<file path="config.mk">
export PLATFORM = sky130hd
export DESIGN_NAME = adder_tpg_gen
export DESIGN_NICKNAME = d
export VERILOG_FILES = /design/src/rtl/adder_tpg_pkg.sv /design/src/rtl/adder_tpg_lfsr.sv /design/src/rtl/adder_tpg_gen.sv
export SDC_FILE = /design/constraint.sdc
export NUM_CORES = 1
export LEC_CHECK = 0
export ABC_AREA = 1
export CAP_MARGIN = 20
export CELL_PAD_IN_SITES_DETAIL_PLACEMENT = 1
export CELL_PAD_IN_SITES_GLOBAL_PLACEMENT = 2
export CORE_UTILIZATION = 36
export DETAILED_ROUTE_END_ITERATION = 8
export GPL_TIMING_DRIVEN = 0
export PLACE_DENSITY_LB_ADDON = 0.15
export SLEW_MARGIN = 15
export SYNTH_ARGS = -nofsm -noshare
export SYNTH_HDL_FRONTEND = slang
export SYNTH_SLANG_ARGS = --single-unit
</file>
<file path="constraint.sdc">
create_clock -name clk -period 5.85 [get_ports clk]
set_input_delay 1.17 -clock clk [delete_from_list [all_inputs] [get_ports clk]]
set_output_delay 1.17 -clock clk [all_outputs]
set_load 0.01 [all_outputs]
</file>
<file path="src/rtl/adder_tpg_pkg.sv">
// Shared types and constants for the adder test-pattern generator.
package adder_tpg_pkg;

    typedef enum logic [1:0] {
        MODE_RAMP   = 2'd0,
        MODE_LFSR   = 2'd1,
        MODE_WALK   = 2'd2,
        MODE_TOGGLE = 2'd3
    } tpg_mode_e;

    typedef enum logic [1:0] {
        ST_IDLE  = 2'd0,
        ST_RUN   = 2'd1,
        ST_DRAIN = 2'd2
    } tpg_state_e;

    // Galois feedback mask (right-shift form) for each supported width.
    function automatic logic [63:0] lfsr_taps(input int width);
        case (width)
            8:       return 64'h0000_0000_0000_00B8;
            16:      return 64'h0000_0000_0000_B400;
            32:      return 64'h0000_0000_A300_0000;
            64:      return 64'hD800_0000_0000_0000;
            default: return 64'h0;
        endcase
    endfunction

endpackage

</file>
<file path="src/rtl/adder_tpg_lfsr.sv">
// WIDTH-generic Galois LFSR, right-shifting. Load wins over advance.
// state_next is the value one advance ahead, so the caller can register
// it into its own output flops on the same edge the LFSR steps.
module adder_tpg_lfsr
    import adder_tpg_pkg::*;
#(
    parameter int               WIDTH = 16,
    parameter logic [WIDTH-1:0] SEED  = WIDTH'(1)
) (
    input  logic             clk,
    input  logic             rst,
    input  logic             load,
    input  logic [WIDTH-1:0] seed,
    input  logic             advance,
    output logic [WIDTH-1:0] state,
    output logic [WIDTH-1:0] state_next
);

    localparam logic [WIDTH-1:0] TAPS = WIDTH'(lfsr_taps(WIDTH));

    logic [WIDTH-1:0] state_q;
    logic [WIDTH-1:0] state_d;

    // Next-state: one Galois step, or a reload from seed.
    always_comb begin
        state_next = (state_q >> 1) ^ (state_q[0] ? TAPS : '0);
        state_d    = state_q;
        if (load) begin
            state_d = seed;
        end else if (advance) begin
            state_d = state_next;
        end
    end

    // State register; reset returns to the seed.
    always_ff @(posedge clk or posedge rst) begin
        if (rst) begin
            state_q <= SEED;
        end else begin
            state_q <= state_d;
        end
    end

    assign state = state_q;

endmodule

</file>
<file path="src/rtl/adder_tpg_gen.sv">
// Burst test-pattern generator for adder power characterisation.
//
//  state    | meaning
//  ---------+--------------------------------------------------------
//  ST_IDLE  | waiting for start; a/b hold the last pattern
//  ST_RUN   | presenting pattern pat_idx with valid=1, one per cycle
//  ST_DRAIN | flush cycles; a/b/pat_idx hold, valid=0
//
// Output flops are loaded with the pattern of the *next* cycle, so the
// accepting edge already places pattern 0 on a/b.
module adder_tpg_gen
    import adder_tpg_pkg::*;
#(
    parameter int               WIDTH        = 16,
    parameter int               STEP         = 511,
    parameter int               PATTERNS     = 128,
    parameter int               DRAIN_CYCLES = 3,
    parameter logic [WIDTH-1:0] SEED         = WIDTH'(1),
    localparam int              IDX_W        = (PATTERNS > 1) ? $clog2(PATTERNS) : 1
) (
    input  logic             clk,
    input  logic             rst,
    input  logic             start,
    input  logic [1:0]       mode,
    output logic [WIDTH-1:0] a,
    output logic [WIDTH-1:0] b,
    output logic             valid,
    output logic [IDX_W-1:0] pat_idx,
    output logic             busy,
    output logic             done
);

    if (!(WIDTH == 8 || WIDTH == 16 || WIDTH == 32 || WIDTH == 64)) begin : g_bad_width
        $error("adder_tpg_gen: WIDTH must be 8, 16, 32 or 64");
    end
    if (PATTERNS < 1) begin : g_bad_patterns
        $error("adder_tpg_gen: PATTERNS must be at least 1");
    end
    if (DRAIN_CYCLES < 0) begin : g_bad_drain
        $error("adder_tpg_gen: DRAIN_CYCLES must be non-negative");
    end
    if (SEED == '0) begin : g_bad_seed
        $error("adder_tpg_gen: SEED must be nonzero");
    end

    localparam int               HALF       = WIDTH / 2;
    localparam int               CNT_W      = (DRAIN_CYCLES > 1) ? $clog2(DRAIN_CYCLES) : 1;
    localparam logic [WIDTH-1:0] STEP_W     = WIDTH'(STEP);
    localparam logic [IDX_W-1:0] LAST_IDX   = IDX_W'(PATTERNS - 1);
    localparam logic [CNT_W-1:0] DRAIN_LOAD = CNT_W'((DRAIN_CYCLES > 0) ? DRAIN_CYCLES - 1 : 0);

    tpg_state_e       state_q, state_d;
    tpg_mode_e        mode_q, mode_d;
    logic [IDX_W-1:0] idx_q, idx_d;
    logic [WIDTH-1:0] acc_q, acc_d;
    logic [CNT_W-1:0] cnt_q, cnt_d;
    logic [WIDTH-1:0] a_q, a_d;
    logic [WIDTH-1:0] b_q, b_d;
    logic             valid_q, valid_d;
    logic             busy_q, busy_d;
    logic             done_q, done_d;

    logic             lfsr_load;
    logic             lfsr_adv;
    logic [WIDTH-1:0] lfsr_state;
    logic [WIDTH-1:0] lfsr_next;

    // Ingredients of the pattern to be presented next cycle.
    logic             pat_en;
    tpg_mode_e        pat_mode;
    logic [WIDTH-1:0] pat_acc;
    logic [WIDTH-1:0] pat_lfsr;
    logic [WIDTH-1:0] pat_walk;
    logic             pat_odd;

    adder_tpg_lfsr #(
        .WIDTH (WIDTH),
        .SEED  (SEED)
    ) u_lfsr (
        .clk        (clk),
        .rst        (rst),
        .load       (lfsr_load),
        .seed       (SEED),
        .advance    (lfsr_adv),
        .state      (lfsr_state),
        .state_next (lfsr_next)
    );

    // FSM next-state, index/accumulator/drain-timer updates and next-pattern selection.
    always_comb begin
        state_d   = state_q;
        mode_d    = mode_q;
        idx_d     = idx_q;
        acc_d     = acc_q;
        cnt_d     = cnt_q;
        done_d    = 1'b0;
        lfsr_load = 1'b0;
        lfsr_adv  = 1'b0;
        pat_en    = 1'b0;
        pat_mode  = mode_q;
        pat_acc   = acc_q + STEP_W;
        pat_lfsr  = lfsr_next;
        pat_walk  = {a_q[WIDTH-2:0], a_q[WIDTH-1]};
        pat_odd   = ~idx_q[0];

        case (state_q)
            ST_IDLE: begin
                if (start) begin
                    state_d   = ST_RUN;
                    mode_d    = tpg_mode_e'(mode);
                    idx_d     = '0;
                    acc_d     = '0;
                    lfsr_load = 1'b1;
                    pat_en    = 1'b1;
                    pat_mode  = tpg_mode_e'(mode);
                    pat_acc   = '0;
                    pat_lfsr  = SEED;
                    pat_walk  = WIDTH'(1);
                    pat_odd   = 1'b0;
                end
            end
            ST_RUN: begin
                if (idx_q == LAST_IDX) begin
                    if (DRAIN_CYCLES == 0) begin
                        state_d = ST_IDLE;
                        done_d  = 1'b1;
                    end else begin
                        state_d = ST_DRAIN;
                        cnt_d   = DRAIN_LOAD;
                    end
                end else begin
                    idx_d    = idx_q + IDX_W'(1);
                    acc_d    = pat_acc;
                    lfsr_adv = 1'b1;
                    pat_en   = 1'b1;
                end
            end
            ST_DRAIN: begin
                if (cnt_q == '0) begin
                    state_d = ST_IDLE;
                    done_d  = 1'b1;
                end else begin
                    cnt_d = cnt_q - CNT_W'(1);
                end
            end
            default: begin
                state_d = ST_IDLE;
            end
        endcase
    end

    // Output mux: build the next a/b from the selected mode; hold otherwise.
    always_comb begin
        a_d = a_q;
        b_d = b_q;
        if (pat_en) begin
            case (pat_mode)
                MODE_RAMP: begin
                    a_d = ~pat_acc;
                    b_d = pat_acc + WIDTH'(1);
                end
                MODE_LFSR: begin
                    a_d = pat_lfsr;
                    b_d = {pat_lfsr[HALF-1:0], pat_lfsr[WIDTH-1:HALF]};
                end
                MODE_WALK: begin
                    a_d = pat_walk;
                    b_d = '1;
                end
                default: begin
                    a_d = pat_odd ? '1 : '0;
                    b_d = pat_odd ? WIDTH'(1) : '0;
                end
            endcase
        end
        valid_d = (state_d == ST_RUN);
        busy_d  = (state_d != ST_IDLE);
    end

    // State and output registers; reset aborts any burst without a done pulse.
    always_ff @(posedge clk or posedge rst) begin
        if (rst) begin
            state_q <= ST_IDLE;
            mode_q  <= MODE_RAMP;
            idx_q   <= '0;
            acc_q   <= '0;
            cnt_q   <= '0;
            a_q     <= '0;
            b_q     <= '0;
            valid_q <= 1'b0;
            busy_q  <= 1'b0;
            done_q  <= 1'b0;
        end else begin
            state_q <= state_d;
            mode_q  <= mode_d;
            idx_q   <= idx_d;
            acc_q   <= acc_d;
            cnt_q   <= cnt_d;
            a_q     <= a_d;
            b_q     <= b_d;
            valid_q <= valid_d;
            busy_q  <= busy_d;
            done_q  <= done_d;
        end
    end

    assign a       = a_q;
    assign b       = b_q;
    assign valid   = valid_q;
    assign pat_idx = idx_q;
    assign busy    = busy_q;
    assign done    = done_q;

endmodule
</file>
Word level (Yosys, flattened, before mapping)
Cells that the tools add are included.

Register bits after elaboration: 80. Latch bits: 0. Memory bits (writable): 0. Memory bits (read-only): 0. Bits of input ports: 5. Output and inout port bits: 42. Word-level logic and storage cells: 74. Memories kept: 0.

Add/sub/neg operators: 4. Multiply operators: 0. Div/mod/pow operators: 0. $lt $le $gt $ge: 0. Equality and inequality tests: 10. Shift-type cells: 0. Multiplexer cells: 37. Bitwise operators: 3. Reduce and logical (&&, ||, !) cells: 9.

Operators with widths (count): two-way mux 16 bit (12); one-hot mux 16 bit (3 select lines) (2); one-hot mux 16 bit (2 select lines) (1); adder 16 x 1 -> 16 bit, second input constant (1); adder 16 x 9 -> 16 bit, second input constant (1); NOT 16 bit (1); XOR 15 x 16 -> 16 bit (1); two-way mux 2 bit (7); two-way mux 7 bit (2); one-hot mux 7 bit (2 select lines) (1); two-way mux 1 bit (9); inequality test 2 bit, second input constant (4); nonzero test 2 bit (4); adder 7 x 1 -> 7 bit, second input constant (1); == test 7 bit, second input constant (1); == test 2 x 1 -> 1 bit, second input constant (3); zero test 2 bit (3); one-hot mux 2 bit (3 select lines) (1); AND reduction 3 bit (2); == test 2 bit, second input constant (2); one-hot mux 2 bit (2 select lines) (1); one-hot mux 1 bit (2 select lines) (1); subtractor 2 x 1 -> 2 bit, second input constant (1); NOT 1 bit (1).

Logic depth before layout (Yosys ltp)
Gate-level depths: netlist (run 1).

Depth after elaboration: 5. Gate-level depth with buffers: 18. Depth with buffers taken out: 17.

Hierarchy
A second synthesis (run 1) with hierarchy kept.

Cells, all modules: 671. Area total of the unflattened synthesis: 4912.2 um^2.

Modules (own cells, without submodules): adder_tpg_gen (instances 1, cells an instance 554, area each 4016.4 um^2, sequential area each 1601.5 um^2); adder_tpg_lfsr (instances 1, cells an instance 117, area each 895.9 um^2, sequential area each 401.6 um^2).

Least setup slack after synthesis (run 1)
No wires, ideal clock.

Kind: input port to flip-flop. From: in start. To: reg b_q[12], in the netlist b[12]. Library setup time: 0.116 ns. Arrival time: 2.716 ns. Required time: 5.734 ns. Path slack: 3.018 ns. Stages: 16. Buffers on the path: 1. Path through: nand3_4 -> inv_4 -> clkbuf_1 -> nor2_1 -> ha_1 -> inv_1 -> nor2_2 -> nand2_2 -> nor2_4 -> nand4_2 -> nor2_4 -> nand3_1 -> nand3_1 -> nand3_1 -> nand2_1 -> nand2_1.

Word-level cells in the longest chain between the ends: 4. Elaborated cells between the ends (all ways): 13. Classes of those cells: add/sub (1); eq/ne (2); mux (9); reduce/logical (1).

Ends and longest elaborated chain: start, declared (RTL line adder_tpg_gen.sv:23) `input logic start,`; two-way mux 16 bit / two-way mux 2 bit (equally long branches) (RTL line adder_tpg_gen.sv:108) `if (start) begin`; two-way mux 16 bit / two-way mux 2 bit (equally long branches) (RTL line adder_tpg_gen.sv:106) `case (state_q)`; adder 16 x 1 -> 16 bit, or another cell as far along (RTL line adder_tpg_gen.sv:160) `b_d = pat_acc + WIDTH'(1);`; one-hot mux 16 bit (3 select lines) (RTL line adder_tpg_gen.sv:157) `case (pat_mode)`; end signal, assigned (RTL line adder_tpg_gen.sv:189) `b_q <= '0;`; end signal, assigned (RTL line adder_tpg_gen.sv:200) `b_q <= b_d;`; end, declared (RTL line adder_tpg_gen.sv:58) `logic [WIDTH-1:0] b_q, b_d;`.

Several ways; a longest one is shown, not always the timed one. A chain may end at the register's enable or synchronous reset.

Final worst setup path (run 1)
From: in start. To: reg b_q[8], in the netlist b[8].

The elaborated chain is that of the path after synthesis.

==> impl_summary.txt, run 1 <==
----------------------------------------------------
[Critical path]
  Number of cell instances on the worst register-to-register path ... 15
  Setup Crit Path Kind ... input port to flop
  Required time worst endpoint ... 6090 ps
  Worst flop-to-flop path endpoint ... b[8]
  Logic depth of the worst path, buffers included ... 15
  Stage delay of the slowest cell on the critical path ... 440 ps
  Critical Path Fanout Max ... 10
  Worst setup path startpoint ... start
  Worst setup path endpoint ... b[8]
  Cell Chain, Critical Path ... clkdlybuf4s50_1, nand3_4, inv_4, clkbuf_1, nor2_1, ha_1, inv_1, nor2_2, nand2_2, nor2_4, nand4_2, o21ai_0, nand3_1, nand2_1, nand2_1
  WP data arrival ... 3790 ps
  Reg2Reg Launch Point ... state_q[0]
  CP bufs+invs ... 4
  Slowest CP cell ... sky130_fd_sc_hd__clkdlybuf4s50_1
  Cell mode on critical path ... sky130_fd_sc_hd__nand2_1
  Element type at the critical path start ... input port
  Setup slack on the worst flop-to-flop path ... 3160 ps
  CP Capture Type ... flop
  Gate family responsible for the most delay along the worst path ... simple AND/OR/NAND/NOR gates

[Timing]
  Max-Slew Margin vs Limit ... 0.535
  Setup repair after global routing missed its margin ... false
  Worst clock skew ... 5.20 ps
  Hold Violations, Final ... 0
  Final critical-path required period ... 3560 ps
  Transition time at the pin with the least slew margin ... 698 ps
  Final worst slack ... 2290 ps
  Timing-limited maximum frequency ... 281 MHz
  Final worst-path cycle share ... 0.608
  Final-report max-slew violation count ... 0
  Setup TNS ... 0 ps
  Hold Slack ... 476 ps
  Total setup violations reported at the end of the flow ... 0

[CTS]
  Clock H-tree levels ... 3
  Clk slew on worst S/H paths ... 60 ps
  TritonCTS clock tree ... done
  Clock sink count ... 80
  Post-cts sizing count ... 0
  Clock latency of the later-clocked register in the worst-skew pair ... 350 ps
  Clock Path Buffers ... 2
  Number of buffers inserted by hold repair at cts ... 0
  Number of buffers inserted by post-CTS setup repair ... 0
  Clock buffers created by TritonCTS ... 9
  Clock root buffer ... sky130_fd_sc_hd__clkbuf_16

[Routing]
  Drt wl/cell ... 18.5 um
  Wirelength, routed ... 15,500 um
  Count of unresolved DRC violations after routing ... 0
  Antenna Violating Nets Remaining ... 0
  Average vias per placed instance ... 5.17
  First-pass iteration count of the detailed router ... 4
  Routed vias ... 4,306
  Starting DRC count in detailed routing ... 200

[Synth]
  Synth Cell Area ... 4580 um2
  Flip-flop and latch count after synthesis ... 80
  Average footprint of a synthesized cell ... 7.60 um2
  Area fraction of the dominant cell type after synthesis ... 0.432
  Yosys synthesis warning count ... 0
  Cell taking the most area after synthesis ... sky130_fd_sc_hd__dfrtp_1
  Seq/Total Area, Yosys ... 0.438
  Post-synth EDFFs ... 0
  Fraction of registers with async set/reset ... 1.00
  Flip-flop cell with the highest count after synthesis ... sky130_fd_sc_hd__dfrtp_1
  Number of different library cells in the post-synthesis netlist ... 43
  Number of nets produced by synthesis ... 611
  Cell types occupying the most area after synthesis ... sky130_fd_sc_hd__dfrtp_1 43%, sky130_fd_sc_hd__nand2_1 13%, sky130_fd_sc_hd__inv_1 6.0%
  Mapped Cells ... 602

[Global route]
  Maximum number of pins on one net before global-route repair ... 43
  First-pass GRT wire length ... 25,100 um
  Vias in the first global route ... 4,545
  Antenna violations before repair ... 0
  Overall routing resource usage ... 0.261
  Aggregate global routing overflow ... 0

[Place]
  Placer's final routability congestion estimate ... 0.884
  Post-Place Worst Slack ... 1940 ps
  DPL Wire Length ... 11,700 um
  # port buffers ... 46

[Floorplan]
  Vertical extent of the die ... 115 um
  I/O Pins ... 47
  Effective utilization at floorplan ... 0.375
  Die width ... 115 um
  Row count ... 40
  Area of the die ... 13,200 um2
  Placeable Area ... 12,200 um2

[Pwr]
  Leakage power figure ... 2.64 nW
  Power density over the cells ... 569 nW/um2
  Worst IR Drop VDD ... 0.196 mV

[Final layout]
  Diodes inserted ... 0
  # nets final ... 669
  Layout cell share with drive strength beyond 1 ... 0.126
  Growth of design area from synthesis to finish ... 21.5%

[Hold path]
  Min-Delay Path Class ... flop to flop

[Run]
  Maximum capacitance violations ... 0

[Run status]
  Outcome ... finished, final reports clean

----------------------------------------------------
[metal layers]
metal	up-vias	GRT usage	wire, um
met5	-	0	0
met4	0	0.100	242
met3	19	0.0480	778
met2	91	0.427	7360
met1	2126	0.344	7070
li1	2070	-	-
[synth_stat cells, drive strengths merged (2+ instances only)]
master	instances
a21o	3
a21oi	30
a31oi	4
buf	14
clkbuf	9
dfrtp	79
ha	4
inv	83
nand2	172
nand3	43
nand3b	2
nand4	8
nor2	63
nor3	3
o21ai	55
o221ai	8
o22ai	9
[worst min-delay path: cells and delay by family, from the launching register on]
| family | cells | cell delay (ps) |
|---|---|---|
| and+or+nand+nor | 2 | 100 |
| DFF | 1 | 340 |
[how the worst min path moves through the flow]
stage / startpoint / to / depth (start not counted) / slack (ps)
floorplan: u_lfsr.state[14] / u_lfsr.state[14] / 2 / 460
global placement: b[4] / b[4] / 2 / 460
detailed placement: b[7] / b[7] / 2 / 460
CTS: b[7] / b[7] / 2 / 480
global route: b[3] / b[3] / 1 / 510
finish: b[7] / b[7] / 2 / 480
[final cells by class]
type | count | area (um2)
plain buffers | 23 | 133
clock buffers | 12 | 236
clock inverters | 4 | 47.5
fillers | 1554 | 6650
inverters | 83 | 317
multi-input cells | 416 | 2130
flip-flops and latches | 80 | 2000
well taps | 168 | 210
repair buffers | 47 | 488
[metrics by stage]
step	std cells	area (um2)	util	power, W
2_1_floorplan	602	4580	-	0.00196
4_1_cts	833	5560	0.455	0.00319
3_5_place_dp	817	5280	0.432	0.00261
6_report	833	5560	0.455	0.00316
5_1_grt	833	5560	0.455	0.00342
3_3_place_gp	816	5250	0.430	0.00255
[where the power goes]
part	switching, W	total (W)	internal [W]
clock	0.000233	0.000562	0.000330
sequential	0.000169	0.000967	0.000797
combinational	0.000999	0.00163	0.000633
[flip-flops by register name, summed over array words and instances, names as in the netlist]
signal / count
valid: 1
state_q: 2
b: 16
done: 1
acc_q: 16
pat_idx: 7
u_lfsr.state: 16
cnt_q: 2
a: 16
mode_q: 2
busy: 1
[cells in the final DEF (no fill, tap or decap), types with 2 or more instances in the layout]
master / n
sky130_fd_sc_hd__inv_1: 72
sky130_fd_sc_hd__inv_2: 9
sky130_fd_sc_hd__a31oi_1: 4
sky130_fd_sc_hd__clkbuf_16: 9
sky130_fd_sc_hd__dfrtp_1: 79
sky130_fd_sc_hd__nand3b_1: 2
sky130_fd_sc_hd__buf_4: 4
sky130_fd_sc_hd__ha_1: 4
sky130_fd_sc_hd__nor2_1: 46
sky130_fd_sc_hd__a21oi_1: 30
sky130_fd_sc_hd__clkdlybuf4s50_1: 46
sky130_fd_sc_hd__a21o_1: 3
sky130_fd_sc_hd__nor3_1: 2
sky130_fd_sc_hd__o21ai_0: 51
sky130_fd_sc_hd__buf_6: 3
sky130_fd_sc_hd__nand3_2: 6
sky130_fd_sc_hd__nand3_1: 36
sky130_fd_sc_hd__clkinv_2: 2
sky130_fd_sc_hd__buf_2: 7
sky130_fd_sc_hd__nor2_4: 10
sky130_fd_sc_hd__o22ai_1: 9
sky130_fd_sc_hd__nor2_2: 7
sky130_fd_sc_hd__clkbuf_1: 12
sky130_fd_sc_hd__nand2_1: 155
sky130_fd_sc_hd__o21ai_1: 4
sky130_fd_sc_hd__nand2_2: 15
sky130_fd_sc_hd__inv_4: 2
sky130_fd_sc_hd__nand4_1: 7
sky130_fd_sc_hd__nand2_4: 2
sky130_fd_sc_hd__o221ai_1: 8
[cell families after synthesis]
| kind of cell | after synthesis | synth area share |
|---|---|---|
| AOI/OAI and AO/OA | 116 | 0.144 |
| xor gates and xnor gates | 1 | 0.00191 |
| adders and majority gates | 4 | 0.0109 |
| buffers and inverters | 106 | 0.0976 |
| DFF | 80 | 0.438 |
| and+or+nand+nor | 295 | 0.308 |
(Power assumes the default switching activity.)
==> inputs of run 2 (changes only) <==
Settings changed: CORE_UTILIZATION 36 to 30.
Clock period 5.85 ns to 2.9 ns, I/O delays scaled along.
==> impl_summary.txt, run 2 (synthesis gave the netlist of run 1 again) <==
----------------------------------------------------
[Run status]
  Outcome ... finished with violations
  Failing checks ... design-rule violations

[Timing]
  Final worst-path cycle share ... 0.913
  Hold Violations, Final ... 0 (unchanged)
  Final critical-path required period ... 2650 ps
  Setup TNS ... 0 ps (unchanged)
  Final-report max-slew violation count ... 0 (unchanged)
  Timing-limited maximum frequency ... 378 MHz
  Max-Slew Margin vs Limit ... 0.493 (-0.0418)
  Setup repair after global routing missed its margin ... false
  Total setup violations reported at the end of the flow ... 0 (unchanged)
  Worst clock skew ... 8.44 ps (+3.24 ps)
  Transition time at the pin with the least slew margin ... 761 ps (+62.7 ps)

[Final layout]
  Leading cell type in the layout, fill and taps excluded ... sky130_fd_sc_hd__nand2_1
  Layout cell share with drive strength beyond 1 ... 0.127 (+0.000190)
  Count of fill cells added during filler insertion ... 1,790 (+15%)
  Growth of design area from synthesis to finish ... 21.5% (unchanged)
  Commonest non-fill, non-tap cells in the layout ... 155 x sky130_fd_sc_hd__nand2_1, 79 x sky130_fd_sc_hd__dfrtp_1, 72 x sky130_fd_sc_hd__inv_1
  # nets final ... 668 (-0.15%)
  Cell area after layout ... 5560 um2 (unchanged)
  Utilization after layout ... 0.378 (-0.0771)
  Diodes inserted ... 0 (unchanged)

[Critical path]
  CP Capture Type ... flop
  Critical Path Fanout Max ... 17 (+7)
  Element type at the critical path start ... input port
  Stage delay of the slowest cell on the critical path ... 450 ps (about the same)
  Cell Chain, Critical Path ... clkdlybuf4s50_1, nand3_4, inv_4, nor2_1, ha_1, inv_1, nor2_2, nand2_2, nor2_4, nand4_2, nor2_4, nand2_1, nand3_1, nand3_1, nand2_1, nand2_1
  Setup Crit Path Kind ... input port to flop
  Cell mode on critical path ... sky130_fd_sc_hd__nand2_1
  Slowest CP cell ... sky130_fd_sc_hd__clkdlybuf4s50_1
  WP data arrival ... 2890 ps (-900 ps)
  Required time worst endpoint ... 3140 ps (-2950 ps)

[Floorplan]
  Row count ... 44 (+10%)
  Effective utilization at floorplan ... 0.311 (-0.0634)
  Die width ... 126 um (+9.4%)
  Vertical extent of the die ... 126 um (+9.4%)
  Placeable Area ... 14,700 um2 (+20%)
  Area of the die ... 15,800 um2 (+20%)
  I/O Pins ... 47 (unchanged)

[Global route]
  Maximum number of pins on one net before global-route repair ... 43 (unchanged)
  Aggregate global routing overflow ... 0 (unchanged)
  Overall routing resource usage ... 0.215 (-0.0454)
  First-pass GRT wire length ... 25,600 um (+1.7%)
  Antenna violations before repair ... 0 (unchanged)
  Vias in the first global route ... 4,509 (-0.79%)

[CTS]
  Clock Path Buffers ... 2 (unchanged)
  Clock sink count ... 80 (unchanged)
  Number of buffers inserted by hold repair at cts ... 0 (unchanged)
  Clk slew on worst S/H paths ... 60 ps (about the same)
  TritonCTS clock tree ... done
  Clock latency of the later-clocked register in the worst-skew pair ... 350 ps (about the same)
  Clock root buffer ... sky130_fd_sc_hd__clkbuf_16
  Clock H-tree levels ... 3 (unchanged)
  Clock buffers created by TritonCTS ... 9 (unchanged)

[Pwr]
  Worst IR Drop VDD ... 0.350 mV (+78%)
  Leakage power figure ... 2.63 nW (-0.31%)
  Power density over the cells ... 1140 nW/um2 (+100%)
  Total power consumption of the routed design ... 0.00631 W (+100%)

[Run]
  Maximum capacitance violations ... 0 (unchanged)

[Place]
  Placement-stage cell area ... 5300 um2 (+0.38%)
  # port buffers ... 46 (unchanged)
  Placer's final routability congestion estimate ... 0.866 (-2.0%)
  DPL Wire Length ... 12,000 um (+2.3%)

[Routing]
  First-pass iteration count of the detailed router ... 7 (+3)
  Count of unresolved DRC violations after routing ... 7 (+7)
  Starting DRC count in detailed routing ... 220 (+10%)
  Average vias per placed instance ... 5.02 (-2.9%)
  Routed vias ... 4,255 (-1.2%)
  Drt wl/cell ... 18.7 um (+0.68%)
  Wirelength, routed ... 15,800 um (+2.5%)
  Antenna Violating Nets Remaining ... 0 (unchanged)

[Hold path]
  Min-Delay Path Class ... flop to flop

----------------------------------------------------
run 2: area by class of cell:
type                            instances  area [um2]  area share
Buffer                                 22         129      0.0232
Clock buffer                           13         250      0.0450
Clock inverter                          3        17.5     0.00315
Inverter                               83         317      0.0569
Multi-Input combinational cell        416        2130       0.382
Sequential cell                        80        2000       0.360
Tap cell                              184         230      0.0414
Timing Repair Buffer                   47         488      0.0878
run 2: worst max-delay path: cells and delay by family:
| kind | cells | cell delay [ps] |
|---|---|---|
| buffers and inverters | 3 | 640 |
| adders and majority gates | 1 | 180 |
| and+or+nand+nor | 12 | 1480 |
run 2: per-layer routing:
metal	wire length (um)	share of wire	up-vias	global-route usage
met4	437	0.028	0	0.0940
met5	0	0	-	0
met1	7510	0.47	2072	0.290
li1	-	-	2065	-
met2	7220	0.46	87	0.336
met3	664	0.042	31	0.0407
run 2: metrics by stage:
stage                     worst slack, ps  cells  hold WS (ps)
after floorplan                       270    602           461
after global placement              -1350    832           462
after detailed placement             -518    833           467
after CTS                             222    848           481
after global routing                 9.32    848           486
final                                 251    848           474
run 2: worst paths after layout:
| check | from | to | slack, ps | cells after the start |
|---|---|---|---|---|
| worst max-delay path | start | b[10] | 250 | 16 |
| worst min-delay path | b[2] | b[2] | 470 | 1 |
| worst max register to register | acc_q[0] | b[10] | 360 | 15 |
| worst min register to register | b[2] | b[2] | 470 | 1 |
| max in group asynchronous | rst | acc_q[8] | 1650 | 3 |
| min in group asynchronous | rst | b[8] | 650 | 2 |
run 2: repair_timing:
action,CTS,global route
setup buffers,0,0
endpoints found under the hold margin,0,0
gates resized for setup,1,0
setup endpoints to repair,5,0
run 2: where the power goes:
group | total [W] | internal, W | switching (W)
sequential | 0.00195 | 0.00161 | 0.000345
clock | 0.00107 | 0.000602 | 0.000470
combinational | 0.00329 | 0.00128 | 0.00201
total | 0.00631 | 0.00349 | 0.00282
==> inputs of run 3 (changes only) <==
Settings changed: ABC_AREA 1 to unset, CAP_MARGIN 20 to 30, CORE_UTILIZATION 30 to 32.
==> impl_summary.txt, run 3 <==
----------------------------------------------------
[Pwr]
  Leakage power figure ... 2.43 nW (-7.6%)
  Power density over the cells ... 1280 nW/um2 (+12%)
  Worst IR Drop VDD ... 0.434 mV (+24%)

[Critical path]
  Critical Path Fanout Max ... 10 (-7)
  WP data arrival ... 3160 ps (+270 ps)
  Required time worst endpoint ... 3190 ps (+50 ps)
  Setup Crit Path Kind ... flop to flop
  Element type at the critical path start ... flop
  CP Capture Type ... flop

[CTS]
  Clock sink count ... 80 (unchanged)
  Clock Path Buffers ... 2 (unchanged)
  Number of buffers inserted by hold repair at cts ... 0 (unchanged)
  Clock root buffer ... sky130_fd_sc_hd__clkbuf_16
  Clock H-tree levels ... 3 (unchanged)
  Clock latency of the later-clocked register in the worst-skew pair ... 360 ps (about the same)
  Clock buffers created by TritonCTS ... 9 (unchanged)
  Clk slew on worst S/H paths ... 70 ps (about the same)
  TritonCTS clock tree ... done

[Synth]
  Yosys synthesis warning count ... 0 (unchanged)
  Most frequently used cell type in the post-synthesis netlist ... sky130_fd_sc_hd__dfrtp_1
  Area fraction of the dominant cell type after synthesis ... 0.433 (+0.000829)
  Number of nets produced by synthesis ... 533 (-13%)
  Flip-flop and latch count after synthesis ... 80 (unchanged)
  Top cells by instance count after synthesis ... 79 x sky130_fd_sc_hd__dfrtp_1, 65 x sky130_fd_sc_hd__nand2_1, 48 x sky130_fd_sc_hd__a21oi_1, 47 x sky130_fd_sc_hd__nor2_1, 44 x sky130_fd_sc_hd__o21ai_0
  Seq/Total Area, Yosys ... 0.439 (+0.000840)
  Number of different library cells in the post-synthesis netlist ... 65 (+51%)
  Synth Cell Area ... 4570 um2 (-0.19%)
  Mapped Cells ... 524 (-13%)
  Post-synth EDFFs ... 0 (unchanged)
  Cell taking the most area after synthesis ... sky130_fd_sc_hd__dfrtp_1
  Fraction of registers with async set/reset ... 1.00 (unchanged)
  Average footprint of a synthesized cell ... 8.72 um2 (+15%)
  Flip-flop cell with the highest count after synthesis ... sky130_fd_sc_hd__dfrtp_1
  Cell types occupying the most area after synthesis ... sky130_fd_sc_hd__dfrtp_1 43%, sky130_fd_sc_hd__nand2_1 5.3%, sky130_fd_sc_hd__a21oi_1 5.3%

[Final layout]
  Layout cell share with drive strength beyond 1 ... 0.163 (+0.0363)
  Diodes inserted ... 0 (unchanged)
  Growth of design area from synthesis to finish ... 31.1%
  Count of fill cells added during filler insertion ... 1,618 (-9.6%)
  Commonest non-fill, non-tap cells in the layout ... 78 x sky130_fd_sc_hd__dfrtp_1, 65 x sky130_fd_sc_hd__nand2_1, 45 x sky130_fd_sc_hd__a21oi_1, 45 x sky130_fd_sc_hd__clkdlybuf4s50_1, 42 x sky130_fd_sc_hd__o21ai_0
  # nets final ... 606 (-9.3%)
  Leading cell type in the layout, fill and taps excluded ... sky130_fd_sc_hd__dfrtp_1

[Timing]
  Hold Violations, Final ... 0 (unchanged)
  Setup repair after global routing missed its margin ... true
  Final worst-path cycle share ... 0.992 (+0.0789)
  Max-Slew Margin vs Limit ... 0.517 (+0.0241)
  Final critical-path required period ... 2880 ps (+229 ps)
  Total setup violations reported at the end of the flow ... 0 (unchanged)
  Final-report max-slew violation count ... 0 (unchanged)
  Hold Slack ... 484 ps (+10.0 ps)
  Worst clock skew ... 11.8 ps (+3.32 ps)
  Setup TNS ... 0 ps (unchanged)
  Transition time at the pin with the least slew margin ... 725 ps (-36.2 ps)
  Timing-limited maximum frequency ... 347 MHz (-8.0%)

[Floorplan]
  Effective utilization at floorplan ... 0.329 (+0.0177)
  Vertical extent of the die ... 121 um (-3.2%)
  Area of the die ... 14,800 um2 (-6.3%)
  Die width ... 121 um (-3.2%)
  I/O Pins ... 47 (unchanged)
  Placeable Area ... 13,900 um2 (-5.6%)
  Row count ... 43 (-2.3%)

[Routing]
  First-pass iteration count of the detailed router ... 5 (-2)
  Drt wl/cell ... 22.5 um (+20%)
  Starting DRC count in detailed routing ... 280 (+27%)
  Met1 wire length ... 8160 um (+8.7%)
  Antenna Violating Nets Remaining ... 0 (unchanged)
  Wirelength, routed ... 17,600 um (+11%)
  Met2 layer wire length in the routed design ... 8260 um (+14%)
  Routed vias ... 4,523 (+6.3%)
  Count of unresolved DRC violations after routing ... 0 (-7)
  Routed met3 length ... 633 um (-4.7%)
  Average vias per placed instance ... 5.78 (+15%)
  Highest metal layer used by the detailed router ... met4

[Place]
  Placer's final routability congestion estimate ... 0.899 (+3.8%)
  DPL Wire Length ... 12,300 um (+3.0%)
  # port buffers ... 46 (unchanged)

[Global route]
  Aggregate global routing overflow ... 0 (unchanged)
  Antenna violations before repair ... 0 (unchanged)
  Vias in the first global route ... 4,578 (+1.5%)
  Overall routing resource usage ... 0.249 (+0.0337)
  First-pass GRT wire length ... 26,900 um (+5.3%)
  Maximum number of pins on one net before global-route repair ... 58 (+35%)

[Run status]
  Outcome ... finished, final reports clean

[Run]
  Maximum capacitance violations ... 0 (unchanged)

[Hold path]
  Min-Delay Path Class ... flop to flop

----------------------------------------------------
[run 3: path summary, 6_finish.rpt]
check | start | to | slack, ps | cells past startpoint
max in group asynchronous | rst | u_lfsr.state[0] | 1700 | 3
min in group asynchronous | rst | acc_q[7] | 550 | 2
setup reg to reg | acc_q[2] | b[12] | 20 | 9
setup / recovery | acc_q[2] | b[12] | 20 | 9
hold reg to reg | b[12] | b[12] | 480 | 2
hold / removal | b[12] | b[12] | 480 | 2
[run 3: what timing repair did]
action | in CTS | in global routing
pin swaps | 10 | 4
endpoints found under the setup margin | 37 | 33
gates resized for setup | 38 | 27
buffers inserted | 12 | 5
[run 3: where the power goes]
part | total [W] | internal (W) | switching [W]
Combinational | 0.00434 | 0.00190 | 0.00243
Sequential | 0.00220 | 0.00164 | 0.000556
Clock | 0.00111 | 0.000588 | 0.000520
Total | 0.00764 | 0.00413 | 0.00351
[run 3: logic make-up (layout without fill, tap and decap cells)]
family / Yosys count / in the layout / share of synthesized area
buf+inv: 58 / 136 / 0.0512
compound gates: 184 / 184 / 0.264
flops: 80 / 80 / 0.439
simple gates: 169 / 169 / 0.178
mux: 3 / 3 / 0.00658
xor+xnor: 26 / 26 / 0.0499
fa+ha+maj: 4 / 4 / 0.0110
[run 3: stage by stage]
step / total power [W] / cells / cell area, um2 / worst slack (ps) / utilization
after floorplan: 0.00450 / 524 / 4610 / 8.14 / -
after global placement: 0.00596 / 750 / 5300 / -1280 / 0.382
after detailed placement: 0.00604 / 752 / 5340 / -993 / 0.384
after CTS: 0.00745 / 778 / 5880 / -44.8 / 0.424
after global routing: 0.00814 / 782 / 5990 / -63.5 / 0.431
final: 0.00764 / 782 / 5990 / 22.2 / 0.431
[run 3: worst max-delay path, stage by stage, from the launching register on]
cell and delay [ps]:
sky130_fd_sc_hd__dfrtp_1 380, sky130_fd_sc_hd__buf_6 150, sky130_fd_sc_hd__or4_4 480, sky130_fd_sc_hd__buf_6 160, sky130_fd_sc_hd__or3_4 370, sky130_fd_sc_hd__a211oi_4 330
sky130_fd_sc_hd__nand4b_4 190, sky130_fd_sc_hd__or3_1 390, sky130_fd_sc_hd__a31o_1 250, sky130_fd_sc_hd__o21ai_2 100
[run 3: cell type report]
cell class                 instances  area (um2)  share of cell area
timing repair buffer              65         633               0.106
multi-input combinational        386        2540               0.424
sequential                        80        2000               0.335
buffer                            41         254              0.0424
clock buffer                       9         225              0.0376
clock inverter                     7        52.6             0.00878
tap                              180         225              0.0376
inverter                          14        55.1             0.00920
[run 3: routing by layer]
metal,GRT usage,up-vias
li1,-,2061
met1,0.342,2319
met2,0.396,109
met3,0.0291,34
met4,0.102,0
met5,0,-
==> edit 1 (settings of run 3) <==
Register the inputs `start` and `mode` before use. The logic sees them one clock later.
--- a/src/rtl/adder_tpg_gen.sv
+++ b/src/rtl/adder_tpg_gen.sv
@@ -31,4 +31,12 @@
 );
 
+    logic start_q;
+    logic [1:0] mode_r;
+
+    always_ff @(posedge clk) begin
+        start_q <= start;
+        mode_r  <= mode;
+    end
+
     if (!(WIDTH == 8 || WIDTH == 16 || WIDTH == 32 || WIDTH == 64)) begin : g_bad_width
         $error("adder_tpg_gen: WIDTH must be 8, 16, 32 or 64");
@@ -106,12 +114,12 @@
         case (state_q)
             ST_IDLE: begin
-                if (start) begin
+                if (start_q) begin
                     state_d   = ST_RUN;
-                    mode_d    = tpg_mode_e'(mode);
+                    mode_d    = tpg_mode_e'(mode_r);
                     idx_d     = '0;
                     acc_d     = '0;
                     lfsr_load = 1'b1;
                     pat_en    = 1'b1;
-                    pat_mode  = tpg_mode_e'(mode);
+                    pat_mode  = tpg_mode_e'(mode_r);
                     pat_acc   = '0;
                     pat_lfsr  = SEED;
Behaviour: not the same (Yosys sat finds a counterexample within 4 cycles, from zero or initial values and one cycle with rst high).
==> edit 1 against run 3 <==
- synthesized area rose by 0.90%
- design area fell by 1.8%
- cell count rose by 0.64%
- total power fell by 6.9%
- combinational power fell by 18%
- routed wire length rose by 0.36%
- sequential cell count rose by 3
- worst setup slack improved by 82 ps
==> edit 1: results (changes against run 3) <==
Synth
  – Register area share after synthesis: 44.8% (+0.91 points)
  – Primary FF master, synth: dfrtp_1
  – FFs w/ async S/R, synth: 96.4% (-3.6 points)
  – Syn_area_per_cell: 8.60 um^2 (-1.4%)
  – Post-synth cell types: 60 (-7.7%)
  – Syn nets: 545 (+2.3%)
  – Top cells by area, synth: dfrtp_1, a21oi_1, nand2_1
  – Commonest cells post-synth: dfrtp_1, nand2_1, a21oi_1

Worst setup path
  – R2r startpoint: acc_q[2]$_DFFE_PP0P_
  – Crit path max fanout: 9 (-1)
  – Critical path's top delay family: simple AND/OR/NAND/NOR gates
  – Crit Path Class: reg -> reg
  – R2R setup slack: 100 ps (+80 ps)
  – FF-to-FF End: b[14]$_DFFE_PP0P_
  – Critical path data arrival time: 3080 ps (-80 ps)
  – CP peak stage delay: 510 ps (+30 ps)
  – Reg2reg path depth: 8 (-1)

Timing
  – Worst-Margin Slew: 712 ps (-12.7 ps)
  – Hold_ws: 482 ps (-2.85 ps)
  – Max frequency: 0.358 GHz (+2.9%)
  – Layout Skew: 7.45 ps (-4.31 ps)

Place
  – GP Congestion: 0.903 (+0.55%)
  – Placed wire-length estimate: 12,800 um (+3.5%)
  – Post-DP Area: 5330 um^2 (about the same)
  – Dpl cells: 764 (+1.6%)
  – Setup slack after placement: -407 ps (+586 ps)

Global route
  – Met2 Usage GRT: 39.7% (+0.13 points)
  – Global-route wire length before repair: 27,200 um (+1.2%)
  – Vias in the first global route: 4,636 (+1.3%)
  – GRT Util Overall: 25.2% (+0.24 points)
  – Pin count of the biggest net entering global routing: 45 (-22%)
  – Met3 Track Usage GR: 4.31% (+1.4 points)
  – Met1 Use GR: 34.6% (+0.32 points)

Pwr
  – Switch Pwr: 3.08 mW (-12%)
  – Clock Power Share: 19.1% (+4.6 points)
  – IR drop worst, VDD: 0.394 mV (-9.4%)
  – Tot Pwr: 7.11 mW (-6.9%)
  – Lkg Pwr: 2.34 nW (-3.4%)
  – Logic power comb: 3.57 mW (-18%)

Worst hold path
  – WHS Endpoint: b[3]$_DFFE_PP0P_
  – Hold path start: b[3]$_DFFE_PP0P_
  – Tightest Hold Check Type: reg -> reg

CTS
  – CTS Root Cell: clkbuf_16
  – CTS max path bufs: 2 (unchanged)
  – Worst-path clk slew: 70 ps (about the same)

Routing
  – Metal3 WL: 803 um (+27%)
  – Met2 wire length: 8360 um (+1.1%)
  – Drt first pass iters: 4 (-1)
  – Routed vias: 4,493 (-0.66%)
  – 1st-iter DRT viols: 275 (-1.8%)
  – Routed WL per cell: 22.4 um (-0.28%)
  – M1 WL: 8150 um (-0.20%)

Finish
  – Final Non-Filler Cells: 787 (+0.64%)
  – Fillers: 1,672 (+3.3%)
  – Nets: 611 (+0.83%)
  – Layout cells sized above 1: 12.4% (-3.9 points)
  – Layout area overhead: 27.6%

Outcome
  – Status: complete, no violations
-- edit 1: kinds of logic after synthesis --
group	after synthesis	synth area share, %
and+or+nand+nor	187	19.6
AOI/OAI and AO/OA	176	23.8
DFF	83	44.8
buffers and inverters	55	4.75
xor gates and xnor gates	27	5.13
muxes	4	0.869
adders and majority gates	4	1.09
-- edit 1: cell type report --
| class | count | share of cell area (%) |
|---|---|---|
| clock buffer | 10 | 3.89 |
| inverter | 11 | 0.745 |
| buffer | 41 | 3.11 |
| multi-input combinational | 398 | 41.6 |
| sequential | 83 | 35.2 |
| tap | 180 | 3.83 |
| timing repair buffer | 58 | 9.70 |
| clock inverter | 6 | 1.94 |
-- edit 1: worst register-to-register path, stage by stage, from the launching register on --
cell and delay [ps]:
dfrtp_1 360, buf_2 200, or4_4 510, or3_1 380, a2111o_1 440, nor4_4 320
nand4_1 170, xor2_1 190, o21ai_1 160
-- edit 1: repair_timing --
item,CTS,global route
gates resized for setup,18,24
setup endpoints to repair,47,39
pin swaps,7,4
buffers inserted,7,3
==> edit 2 (settings of run 3) <==
Made on the original files. Change the parameter `PATTERNS` from 128 to 256.
--- a/src/rtl/adder_tpg_gen.sv
+++ b/src/rtl/adder_tpg_gen.sv
@@ -14,5 +14,5 @@
     parameter int               WIDTH        = 16,
     parameter int               STEP         = 511,
-    parameter int               PATTERNS     = 128,
+    parameter int               PATTERNS     = 256,
     parameter int               DRAIN_CYCLES = 3,
     parameter logic [WIDTH-1:0] SEED         = WIDTH'(1),
Ports: changed (resized pat_idx); port bits go from 47 to 48. No check against the original RTL was run, so the function may have changed too.
==> edit 2 against run 3 <==
- core utilization shrank 0.76 points
- largest cell class unchanged
- total power grew 2.7%
- design area grew 3.3%
- synthesized area grew 5.0%
- routed wire length grew 13%
- sequential cell count grew 1
- count of clock-buffer cells in the layout grew 2
- largest power group unchanged
- critical path depth shrank 1
- via count grew 10%
- worst setup slack gained 52 ps
==> edit 2: results (changes against run 3) <==
Pwr
  – Lkg Pwr: 2.48 nW (+2.0%)
  – IR drop worst, VDD: 0.409 mV (-5.9%)
  – Clk. pwr: 1.22 mW (+9.9%)
  – Sw frac: 46.0% (+0.084 points)
  – Gate power share: 56.0% (-0.8 points)

Worst setup path
  – Crit path max fanout: 8 (-2)
  – R2R setup slack: 70 ps (+50 ps)
  – R2r startpoint: acc_q[0]$_DFFE_PP0P_
  – FF-to-FF End: b[15]$_DFFE_PP0P_
  – Crit Path Class: reg -> reg
  – Reg2reg path depth: 8 (-1)

Global route
  – Grt ovf: 0 (unchanged)
  – GRT Util Overall: 26.4% (+1.5 points)
  – Vias in the first global route: 5,116 (+12%)
  – Pin count of the biggest net entering global routing: 46 (-21%)
  – Initial antenna violation count: 1 (+1)
  – Global-route wire length before repair: 31,100 um (+15%)

Finish
  – Nets: 661 (+9.1%)
  – N_diodes: 0 (unchanged)
  – Layout cells sized above 1: 13.9% (-2.4 points)

CTS
  – CTS H-Tree Depth: 3 (unchanged)
  – Clk_lat worst skew: 360 ps (about the same)
  – CTS Root Cell: clkbuf_16
  – CTS max path bufs: 2 (unchanged)
  – Worst-path clk slew: 70 ps (about the same)

Worst hold path
  – Tightest Hold Check Type: reg -> reg
  – Hold Path Depth: 1 (-1)
  – WHS Endpoint: b[8]$_DFFE_PP0P_
  – Hold path start: b[8]$_DFFE_PP0P_

Routing
  – Drt first pass iters: 5 (unchanged)
  – DR vias/cell: 5.95 (+2.8%)
  – Routed vias: 4,996 (+10%)
  – 1st-iter DRT viols: 370 (+32%)
  – Final wirelength: 19,900 um (+13%)

Outcome
  – Status: complete, no violations

Synth
  – Synth warnings: 0 (unchanged)
  – FFs w/ async S/R, synth: 100% (unchanged)
  – Post-synth cell types: 66 (+1.5%)
  – Register area share after synthesis: 42.3% (-1.6 points)
  – Top cells by area, synth: dfrtp_1, o21ai_0, nand2_1
  – Commonest cells post-synth: nand2_1, dfrtp_1, o21ai_0
  – Cells after synthesis: 583 (+11%)
  – Syn nets: 592 (+11%)
  – Primary FF master, synth: dfrtp_1

Place
  – Placed wire-length estimate: 14,400 um (+17%)
  – Dpl cells: 816 (+8.5%)
  – GP Congestion: 0.915 (+1.8%)
  – PortBufs: 47 (+2.2%)
  – Post-DP Area: 5530 um^2 (+3.7%)

Timing
  – Max_slew headroom: 49.3% (-2.4 points)
  – Layout Skew: 6.88 ps (-4.88 ps)
==> edit 2: cell types whose count changed after synthesis, sizes merged, moves of 10 or more <==
cell,change
o21ai,+24
o22ai,-11
a221o,-13
nand3,+12
nor3,+10
nand2,+24
==> edit 2: cell type report <==
type                            instances  area (um^2)
Timing Repair Buffer                   60          587
Clock buffer                           11          253
Clock inverter                          4         52.6
Tap cell                              184          230
Sequential cell                        81         2030
Fill cell                            1726         8410
Buffer                                 48          251
Multi-Input combinational cell        438         2720
Inverter                               14         58.8
==> edit 2: layer usage <==
layer / up-vias / track usage (%) / routed length (um)
met2: 151 / 40.2 / 9000
met1: 2584 / 36.9 / 9430
met5: - / 0 / 13
met3: 41 / 4.17 / 821
met4: 2 / 11.6 / 601
li1: 2218 / - / -
==> edit 2: kinds of logic after synthesis <==
logic type	Yosys count	synth area share [%]
multiplexers	7	1.46
AND/OR/NAND/NOR	225	22.4
flip-flops	81	42.3
adder cells (fa/ha/maj)	4	1.04
AO/OA/AOI/OAI	177	22.8
XOR/XNOR	25	4.57
buffers and inverters	64	5.40
==> edit 2: repair_timing <==
item	in CTS	in global routing
setup buffers	8	3
endpoints found under the setup margin	48	39
resized for setup	44	26
cloned	0	0
pin swaps	8	8
==> edit 2: per-stage QoR <==
step	power, mW	hold WS [ps]	worst slack (ps)	util, %
3_5_place_dp	6.15	478	-1190	37.9
2_1_floorplan	4.47	459	53.0	-
3_3_place_gp	6.07	462	-1350	37.7
5_1_grt	8.34	514	-22.2	42.4
6_report	7.85	492	74.3	42.4
4_1_cts	7.67	492	19.4	41.7
==> edit 2: critical path, stage by stage (launching register included) <==
cell,delay [ps]
dfrtp_1,370
buf_6,150
or4_4,560
nor4_1,340
a31oi_1,190
or4b_4,650
nor4_4,180
xnor2_1,160
o21ai_1,90
